===== src/rtl/sigarch_stream_buffer.sv =====
// sigarch_stream_buffer: DEPTH-entry first-word-fall-through stream buffer, cut-through or whole-packet release.
// One cycle from write to visibility; stream_in_rdy tracks only full/rst, never stream_out_rdy.

// Generic FWFT FIFO: read data is mem[rd_ptr] combinationally, one cycle after the write.
// Caller must gate wr_en with !full and rd_en with !empty.
module sigarch_stream_buffer_fifo #(
  parameter int WIDTH = 8,
  parameter int DEPTH = 16
) (
  input  logic                       clk,
  input  logic                       rst,
  input  logic                       wr_en,
  input  logic [WIDTH-1:0]           wr_dat,
  input  logic                       rd_en,
  output logic [WIDTH-1:0]           rd_dat,
  output logic [$clog2(DEPTH):0]     level,
  output logic                       full,
  output logic                       empty
);
  localparam int AW = $clog2(DEPTH);
  localparam int LW = AW + 1;
  localparam logic [LW-1:0] FULL_LVL = LW'(DEPTH);

  logic [WIDTH-1:0] mem [DEPTH];
  logic [AW-1:0]    wr_ptr;
  logic [AW-1:0]    rd_ptr;

  // Storage is deliberately left out of reset; only pointers and level define validity.
  always_ff @(posedge clk) begin
    if (wr_en) begin
      mem[wr_ptr] <= wr_dat;
    end
  end

  always_ff @(posedge clk) begin
    if (rst) begin
      wr_ptr <= '0;
      rd_ptr <= '0;
      level  <= '0;
    end else begin
      if (wr_en) begin
        wr_ptr <= wr_ptr + AW'(1);
      end
      if (rd_en) begin
        rd_ptr <= rd_ptr + AW'(1);
      end
      case ({wr_en, rd_en})
        2'b10:   level <= level + LW'(1);
        2'b01:   level <= level - LW'(1);
        default: level <= level;
      endcase
    end
  end

  assign rd_dat = mem[rd_ptr];
  assign full   = (level == FULL_LVL);
  assign empty  = (level == '0);
endmodule

// Stream buffer top: data/keep/last stored as one beat; PKT_MODE=1 holds output until a whole
// packet is stored, or the buffer is full so packets longer than DEPTH still drain.
module sigarch_stream_buffer #(
  parameter int DATA_W   = 8,
  parameter int KEEP_W   = DATA_W / 8,
  parameter int DEPTH    = 16,
  parameter int PKT_MODE = 0
) (
  input  logic                     clk,
  input  logic                     rst,
  input  logic [DATA_W-1:0]        stream_in_dat,
  input  logic [KEEP_W-1:0]        stream_in_keep,
  input  logic                     stream_in_last,
  input  logic                     stream_in_vld,
  output logic                     stream_in_rdy,
  output logic [DATA_W-1:0]        stream_out_dat,
  output logic [KEEP_W-1:0]        stream_out_keep,
  output logic                     stream_out_last,
  output logic                     stream_out_vld,
  input  logic                     stream_out_rdy,
  output logic [$clog2(DEPTH):0]   level,
  output logic [$clog2(DEPTH):0]   pkt_count,
  output logic                     full,
  output logic                     empty
);
  localparam int LW = $clog2(DEPTH) + 1;

  typedef struct packed {
    logic [DATA_W-1:0] dat;
    logic [KEEP_W-1:0] keep;
    logic              last;
  } beat_t;

  beat_t in_beat;
  beat_t out_beat;
  logic  wr_en;
  logic  rd_en;
  logic  release_ok;

  assign in_beat.dat  = stream_in_dat;
  assign in_beat.keep = stream_in_keep;
  assign in_beat.last = stream_in_last;

  assign stream_in_rdy = !full && !rst;
  assign wr_en         = stream_in_vld && stream_in_rdy;

  // Full overrides the packet gate, otherwise an oversized packet would wedge the buffer.
  assign release_ok     = (PKT_MODE == 0) || (pkt_count != '0) || full;
  assign stream_out_vld = !empty && !rst && release_ok;
  assign rd_en          = stream_out_vld && stream_out_rdy;

  sigarch_stream_buffer_fifo #(
    .WIDTH ($bits(beat_t)),
    .DEPTH (DEPTH)
  ) u_fifo (
    .clk    (clk),
    .rst    (rst),
    .wr_en  (wr_en),
    .wr_dat (in_beat),
    .rd_en  (rd_en),
    .rd_dat (out_beat),
    .level  (level),
    .full   (full),
    .empty  (empty)
  );

  assign stream_out_dat  = out_beat.dat;
  assign stream_out_keep = out_beat.keep;
  assign stream_out_last = out_beat.last;

  always_ff @(posedge clk) begin
    if (rst) begin
      pkt_count <= '0;
    end else begin
      case ({wr_en && stream_in_last, rd_en && out_beat.last})
        2'b10:   pkt_count <= pkt_count + LW'(1);
        2'b01:   pkt_count <= pkt_count - LW'(1);
        default: pkt_count <= pkt_count;
      endcase
    end
  end
endmodule


===== config.mk =====
export PLATFORM = sky130hd
export DESIGN_NAME = sigarch_stream_buffer
export DESIGN_NICKNAME = d
export VERILOG_FILES = /design/src/rtl/sigarch_stream_buffer.sv
export SDC_FILE = /design/constraint.sdc
export NUM_CORES = 1
export LEC_CHECK = 0
export ABC_CLOCK_PERIOD_IN_PS = 8700
export CAP_MARGIN = 10
export CORE_ASPECT_RATIO = 1.25
export CORE_MARGIN = 1
export CORE_UTILIZATION = 35
export CTS_CLUSTER_SIZE = 25
export DETAILED_ROUTE_END_ITERATION = 10
export PLACE_DENSITY = 0.56
export SETUP_SLACK_MARGIN = 0.15
export SLEW_MARGIN = 0
export SYNTH_ARGS = -nofsm -noshare
export SYNTH_HDL_FRONTEND = slang
export SYNTH_SLANG_ARGS = --single-unit

===== constraint.sdc =====
create_clock -name clk -period 8.7 [get_ports clk]
set_clock_uncertainty 0.1 [all_clocks]
set_input_delay 1.74 -clock clk [delete_from_list [all_inputs] [get_ports clk]]
set_output_delay 1.74 -clock clk [all_outputs]
set_load 0.01 [all_outputs]

==> metrics.md, run 1 <==
| Metric | Value |
|---|---|
| Leading cell type in the layout, fill and taps excluded | edfxtp_1 |
| RD Place Congestion | 0.792 |
| Rows | 58 |
| Dpl hpwl | 9440 um |
| WP data required | 6.86 ns |
| Post-synth top flop | edfxtp_1 |
| Post-cts gate resize count | 0 |
| Cells after synthesis | 412 |
| WL/cell | 20.9 um |
| Clock sink count | 182 |
| Endpoint class of the critical path | primary output |
| Start point of the worst hold path | u_fifo.rd_ptr[3] |
| Reg2reg start | u_fifo.level[1] |
| Post-CTS setup buffers | 0 |
| Final nets | 491 |
| Fmax | 191 MHz |
| CTS Buffer Depth | 2 |
| ANT cells | 0 |
| WHS Path Cells | 1 |
| Most frequent cells in the layout | edfxtp_1, mux4_2, clkdlybuf4s50_1 |
| Reg clk slew, reported paths | 0.07 ns |
| Vias in the first global route | 3,976 |
| Synthesized area | 0.00730 sq mm |
| Vias per cell | 5.08 |
| Post-synthesis async set-or-reset flop share | 0% |
| TritonCTS Buffers | 17 |
| Die area | 0.0215 sq mm |
| Worst R2R Path Depth | 10 |
| Vias | 3,785 |
| Fin crit share | 60.2% |
| CTS tree | built |
| DRT antenna net count | 0 |
| Final Max Tran Viols | 0 |
| Synth warn | 0 |
| Worst R2R End | pkt_count[4] |
| Pwr/cell area | 216 mW/mm^2 |
| Worst skew pair latency | 0.42 ns |
| DR iter-0 viols | 293 |
| Worst Tran Pin Value | 1.14 ns |
| Routed WL | 15,600 um |
| Critical path class | input pin to primary output |
| Antenna violations before repair | 0 |
| Final Cell Area | 0.00861 sq mm |
| Starting Density | 35.9% |
| CTS Root Cell | clkbuf_16 |
| Grt ovf | 0 |
| Count of cell types in the netlist | 37 |
| Layout cell share with drive strength beyond 1 | 19.8% |
| EDFF count, synth | 160 |
| Core area | 0.0203 sq mm |
| Area contributors post-synth | edfxtp_1, mux4_2, dfxtp_1 |
| CP Launch Type | input pin |
| Dpl cells | 713 |
| Lkg Pwr | 2.80 nW |
| Drc violations | 0 |
| Largest net degree at the start of global routing | 42 |
| Crit path DAT | 3.39 ns |
| Layout area overhead | 18.0% |
| Worst reg2reg setup slack | 5.27 ns |
| Status | finished clean |
| I/O pins | 38 |
| Min-delay worst type | flip-flop to flip-flop |
| Post-DP Area | 0.00805 sq mm |
| FF+latch count, synth | 182 |
| Synth top area share | 65.8% |
| GR Util All Layers | 15.5% |
| Peak VDD IR | 0.000140 V |
| CTS H-tree lvls | 4 |
| Syn Nets | 441 |
| Die extent in y | 164 um |
| Hold Slack | 0.369 ns |
| Syn avg cell area | 17.7 sq um |
| CP max FO | 23 |
| Fin cells | 745 |
| First-pass GRT wire length | 23,700 um |
| Final hold vios | 0 |
| Final setup vio count | 0 |
| Seq/Total Area, Yosys | 71.8% |
| Unrepaired setup endpoints after global routing | no |
| TritonRoute pass-1 iters | 4 |
| PortBufs | 37 |
| Max Cap Violations | 0 |
| Slew margin rel. | 24.1% |
| Hold buffers post-CTS | 0 |
| Die width | 131 um |
| Setup TNS Final | 0 ns |
| Synth area leader | edfxtp_1 |
| Minimum clock period | 5.23 ns |
cell usage after synthesis, types with 4 or more instances:
cell type	instances
edfxtp_1	160
mux4_2	38
nor2_1	38
dfxtp_1	22
nand2_1	21
a22oi_1	18
ha_1	13
a21oi_1	11
inv_1	10
clkbuf_1	9
mux2i_1	9
buf_2	6
xnor2_1	5
nand3_1	4
nor2b_1	4
nor3_1	4
worst max-delay path by stage:
stage / slack [ns] / endpoint / startpoint / cells past startpoint
after CTS: 3.46 / stream_in_rdy / rst / 3
after global routing: 3.33 / stream_out_vld / rst / 3
after global placement: 3.44 / pkt_count[4] / rst / 11
after floorplan: 4.45 / stream_in_rdy / rst / 3
after detailed placement: 3.37 / pkt_count[4] / rst / 11
final: 3.47 / stream_out_vld / rst / 3
power by group:
part,internal [mW],switching (mW),total (mW)
Combinational,0.0738,0.0773,0.151
Clock,0.402,0.338,0.740
Sequential,0.961,0.00930,0.970
Total,1.44,0.425,1.86
cell families (layout without fill, tap and decap cells):
kind of cell,count (synthesis),after routing,share of synthesized area [%]
flops,182,182,71.8
simple gates,85,85,5.16
mux,48,48,13.1
compound gates,43,43,4.21
buf+inv,31,94,1.97
fa+ha+maj,15,15,2.78
xor+xnor,8,8,0.959
layout make-up:
cell class / instances / area [sq um]
clock inverters: 15 / 143
flip-flops and latches: 182 / 5250
clock buffers: 17 / 425
repair buffers: 52 / 483
fillers: 1824 / 11700
inverters: 10 / 37.5
well taps: 270 / 338
multi-input cells: 199 / 1940
metal layers:
metal	up-vias	global-route usage (%)	wire, um
li1	1725	-	-
met1	1939	19.2	6920
met2	95	26.6	7910
met3	26	3.13	454
met4	0	5.88	298
met5	-	0	0
critical path: stages:
cell	delay (ns)
clkdlybuf4s50_1	0.84
nor2_1	0.25
clkdlybuf4s50_1	0.56
registers in the layout (all words and copies together) (netlist names), named ones only:
| register | flops |
|---|---|
| pkt_count | 5 |
| u_fifo.wr_ptr | 4 |
| u_fifo.mem | 160 |
| u_fifo.rd_ptr | 4 |
| u_fifo.level | 5 |
through the flow:
stage          power [mW]  utilization (%)  setup slack (ns)
2_1_floorplan        1.08                -              4.45
3_3_place_gp         1.14             39.6              3.44
3_5_place_dp         1.14             39.6              3.37
4_1_cts              1.88             42.4              3.46
5_1_grt              1.92             42.4              3.33
6_report             1.86             42.4              3.47
Power figures use the tool's default switching activity.
==> inputs of run 2 (changes only) <==
--- a/config.mk
+++ b/config.mk
@@ -5,14 +5,14 @@
 export SDC_FILE = /design/constraint.sdc
 export NUM_CORES = 1
 export LEC_CHECK = 0
-export ABC_CLOCK_PERIOD_IN_PS = 8700
+export ABC_CLOCK_PERIOD_IN_PS = 4500
 export CAP_MARGIN = 10
 export CORE_ASPECT_RATIO = 1.25
 export CORE_MARGIN = 1
 export CORE_UTILIZATION = 35
 export CTS_CLUSTER_SIZE = 25
 export DETAILED_ROUTE_END_ITERATION = 10
-export PLACE_DENSITY = 0.56
+export PLACE_DENSITY = 0.58
 export SETUP_SLACK_MARGIN = 0.15
 export SLEW_MARGIN = 0
 export SYNTH_ARGS = -nofsm -noshare
==> constraint.sdc (replaced) <==
create_clock -name clk -period 4.5 [get_ports clk]
set_clock_uncertainty 0.1 [all_clocks]
set_input_delay 0.9 -clock clk [delete_from_list [all_inputs] [get_ports clk]]
set_output_delay 0.9 -clock clk [all_outputs]
set_load 0.01 [all_outputs]
==> run 2 against run 1 <==
Sequential power increased by 94%; die area did not move; worst setup slack worse by 2.6 ns; clock power increased by 110%; sequential cell count unchanged; register-to-register slack worse by 4.1 ns; first-iteration DRC count fell by 22%; largest cell class unchanged; power is 100% higher; sequential share of layout area down 0.91 points; routed wire length down 4.0%; highest routed layer unchanged.
==> metrics.md, run 2 (same netlist as run 1, synthesis figures left out) <==
| Metric | Value |
|---|---|
| CP Launch Type | flip-flop |
| Die width | 131 um (unchanged) |
| Final hold vios | 0 (unchanged) |
| Antenna violations before repair | 0 (unchanged) |
| Most frequent cells in the layout | edfxtp_1, nor2_1, mux4_2 |
| GR Util All Layers | 15.0% (-0.49 points) |
| Largest stage delay on the critical path | 0.73 ns (-0.11 ns) |
| DR iter-0 viols | 230 (-22%) |
| Min-delay worst type | flip-flop to flip-flop |
| Critical path class | flip-flop to primary output |
| Vias per cell | 5.05 (-0.69%) |
| Layout area overhead | 19.7% |
| Flip-flop count of the largest register after layout | 160 (unchanged) |
| Final setup vio count | 0 (unchanged) |
| Critical path, cell by cell | buf_12 > mux4_2 > a22oi_1 > nand2_1 > clkdlybuf4s50_1 |
| WP data required | 3.50 ns (-3.36 ns) |
| CTS tree | built |
| Worst Tran Pin Value | 0.929 ns (-0.207 ns) |
| WL/cell | 19.9 um (-4.8%) |
| CP max FO | 28 (+22%) |
| Fin crit share | 80.6% |
| Crit-path slowest cell | dfxtp_1 |
| Largest regs | u_fifo.mem: 160 flops, pkt_count: 5 flops, u_fifo.level: 5 flops |
| Vias in the first global route | 4,062 (+2.2%) |
| PortBufs | 37 (unchanged) |
| CTS Buffer Depth | 2 (unchanged) |
| Crit path DAT | 2.63 ns (-0.76 ns) |
| Largest net degree at the start of global routing | 40 (-4.8%) |
| Post-CTS setup buffers | 0 (unchanged) |
| Lkg Pwr | 2.86 nW (+2.4%) |
| Peak VDD IR | 0.000267 V (+91%) |
| I/O pins | 38 (unchanged) |
| Setup TNS Final | 0 ns (unchanged) |
| Reg clk slew, reported paths | 0.06 ns (about the same) |
| Layout cell share with drive strength beyond 1 | 20.0% (+0.17 points) |
| Pwr/cell area | 430 mW/mm^2 (+99%) |
| Final nets | 497 (+1.2%) |
| TritonRoute pass-1 iters | 4 (unchanged) |
| Dpl hpwl | 9400 um (-0.40%) |
| Post-cts gate resize count | 0 (unchanged) |
| First-pass GRT wire length | 23,300 um (-1.5%) |
| Rows | 58 (unchanged) |
| RD Place Congestion | 0.748 (-5.5%) |
| Slew margin rel. | 37.8% (+14 points) |
| Final Cell Area | 0.00874 sq mm (+1.5%) |
| Max Cap Violations | 0 (unchanged) |
| Final Max Tran Viols | 0 (unchanged) |
| Leading cell type in the layout, fill and taps excluded | edfxtp_1 |
| Setup WS post-layout | 0.874 ns (-2.59 ns) |
| ANT cells | 0 (unchanged) |
| Endpoint class of the critical path | primary output |
| Minimum clock period | 3.63 ns |
| Fmax | 276 MHz |
| Worst skew pair latency | 0.42 ns (about the same) |
| Die extent in y | 164 um (unchanged) |
| DRT antenna net count | 0 (unchanged) |
| Routed WL | 15,000 um (-4.0%) |
| Core area | 0.0203 sq mm (unchanged) |
| Grt ovf | 0 (unchanged) |
| TritonCTS Buffers | 17 (unchanged) |
| Dpl ws | 0.527 ns (-2.84 ns) |
| Status | finished clean |
| Vias | 3,789 (+0.11%) |
| CTS H-tree lvls | 4 (unchanged) |
| Top reg by flops | u_fifo.mem |
| Starting Density | 35.9% (unchanged) |
| Drc violations | 0 (unchanged) |
| CTS Root Cell | clkbuf_16 |
| Unrepaired setup endpoints after global routing | no |
| Hold buffers post-CTS | 0 (unchanged) |
| Post-DP Area | 0.00811 sq mm (+0.78%) |
| Die area | 0.0215 sq mm (unchanged) |
| Clock sink count | 182 (unchanged) |
-- run 2: cell count changes in the layout (fill, tap and decap cells not counted), sizes merged --
cell / delta
clkinv: +1
bufinv: +4
clkinvlp: +1
inv: -7
clkbuf: +1
buf: +6
-- run 2: power by group --
part	switching, mW	internal [mW]
Clock	0.604	0.981
Combinational	0.146	0.147
Sequential	0.0208	1.86
Total	0.771	2.99
-- run 2: critical path, delay by kind of cell (launching register included) --
family                 cells  cell delay (ns)
AO/OA/AOI/OAI              1             0.24
multiplexers               1             0.34
flip-flops                 1             0.73
buffers and inverters      2             0.78
AND/OR/NAND/NOR            1             0.11
-- run 2: metal layers --
metal | track usage (%) | vias up | wire length [um]
met5 | 0 | - | 0
met4 | 6.42 | 0 | 412
met3 | 3.32 | 22 | 493
met2 | 26.7 | 92 | 7930
met1 | 17.3 | 1945 | 6140
li1 | - | 1730 | -
-- run 2: metrics by stage --
stage          hold WS (ns)  instances  total power [mW]  util (%)
2_1_floorplan         0.327        412              2.09         -
3_3_place_gp          0.371        719              2.21      39.9
3_5_place_dp          0.357        719              2.22      39.9
4_1_cts               0.412        751              3.79      43.0
5_1_grt               0.436        751              3.88      43.0
6_report              0.407        751              3.76      43.0
-- run 2: layout make-up --
| type | instances | area (sq um) |
|---|---|---|
| tap | 270 | 338 |
| clock inverter | 14 | 206 |
| inverter | 10 | 37.5 |
| sequential | 182 | 5250 |
| fill | 1808 | 11600 |
| multi-input combinational | 199 | 1930 |
| timing repair buffer | 58 | 553 |
| clock buffer | 18 | 429 |
-- run 2: worst paths after layout --
kind | cells past startpoint | slack (ns) | to | from
worst min register to register | 1 | 0.41 | u_fifo.rd_ptr[3] | u_fifo.rd_ptr[3]
worst min-delay path | 1 | 0.41 | u_fifo.rd_ptr[3] | u_fifo.rd_ptr[3]
worst max-delay path | 5 | 0.87 | stream_out_dat[2] | flip-flop
worst max register to register | 10 | 1.14 | pkt_count[4] | u_fifo.level[1]
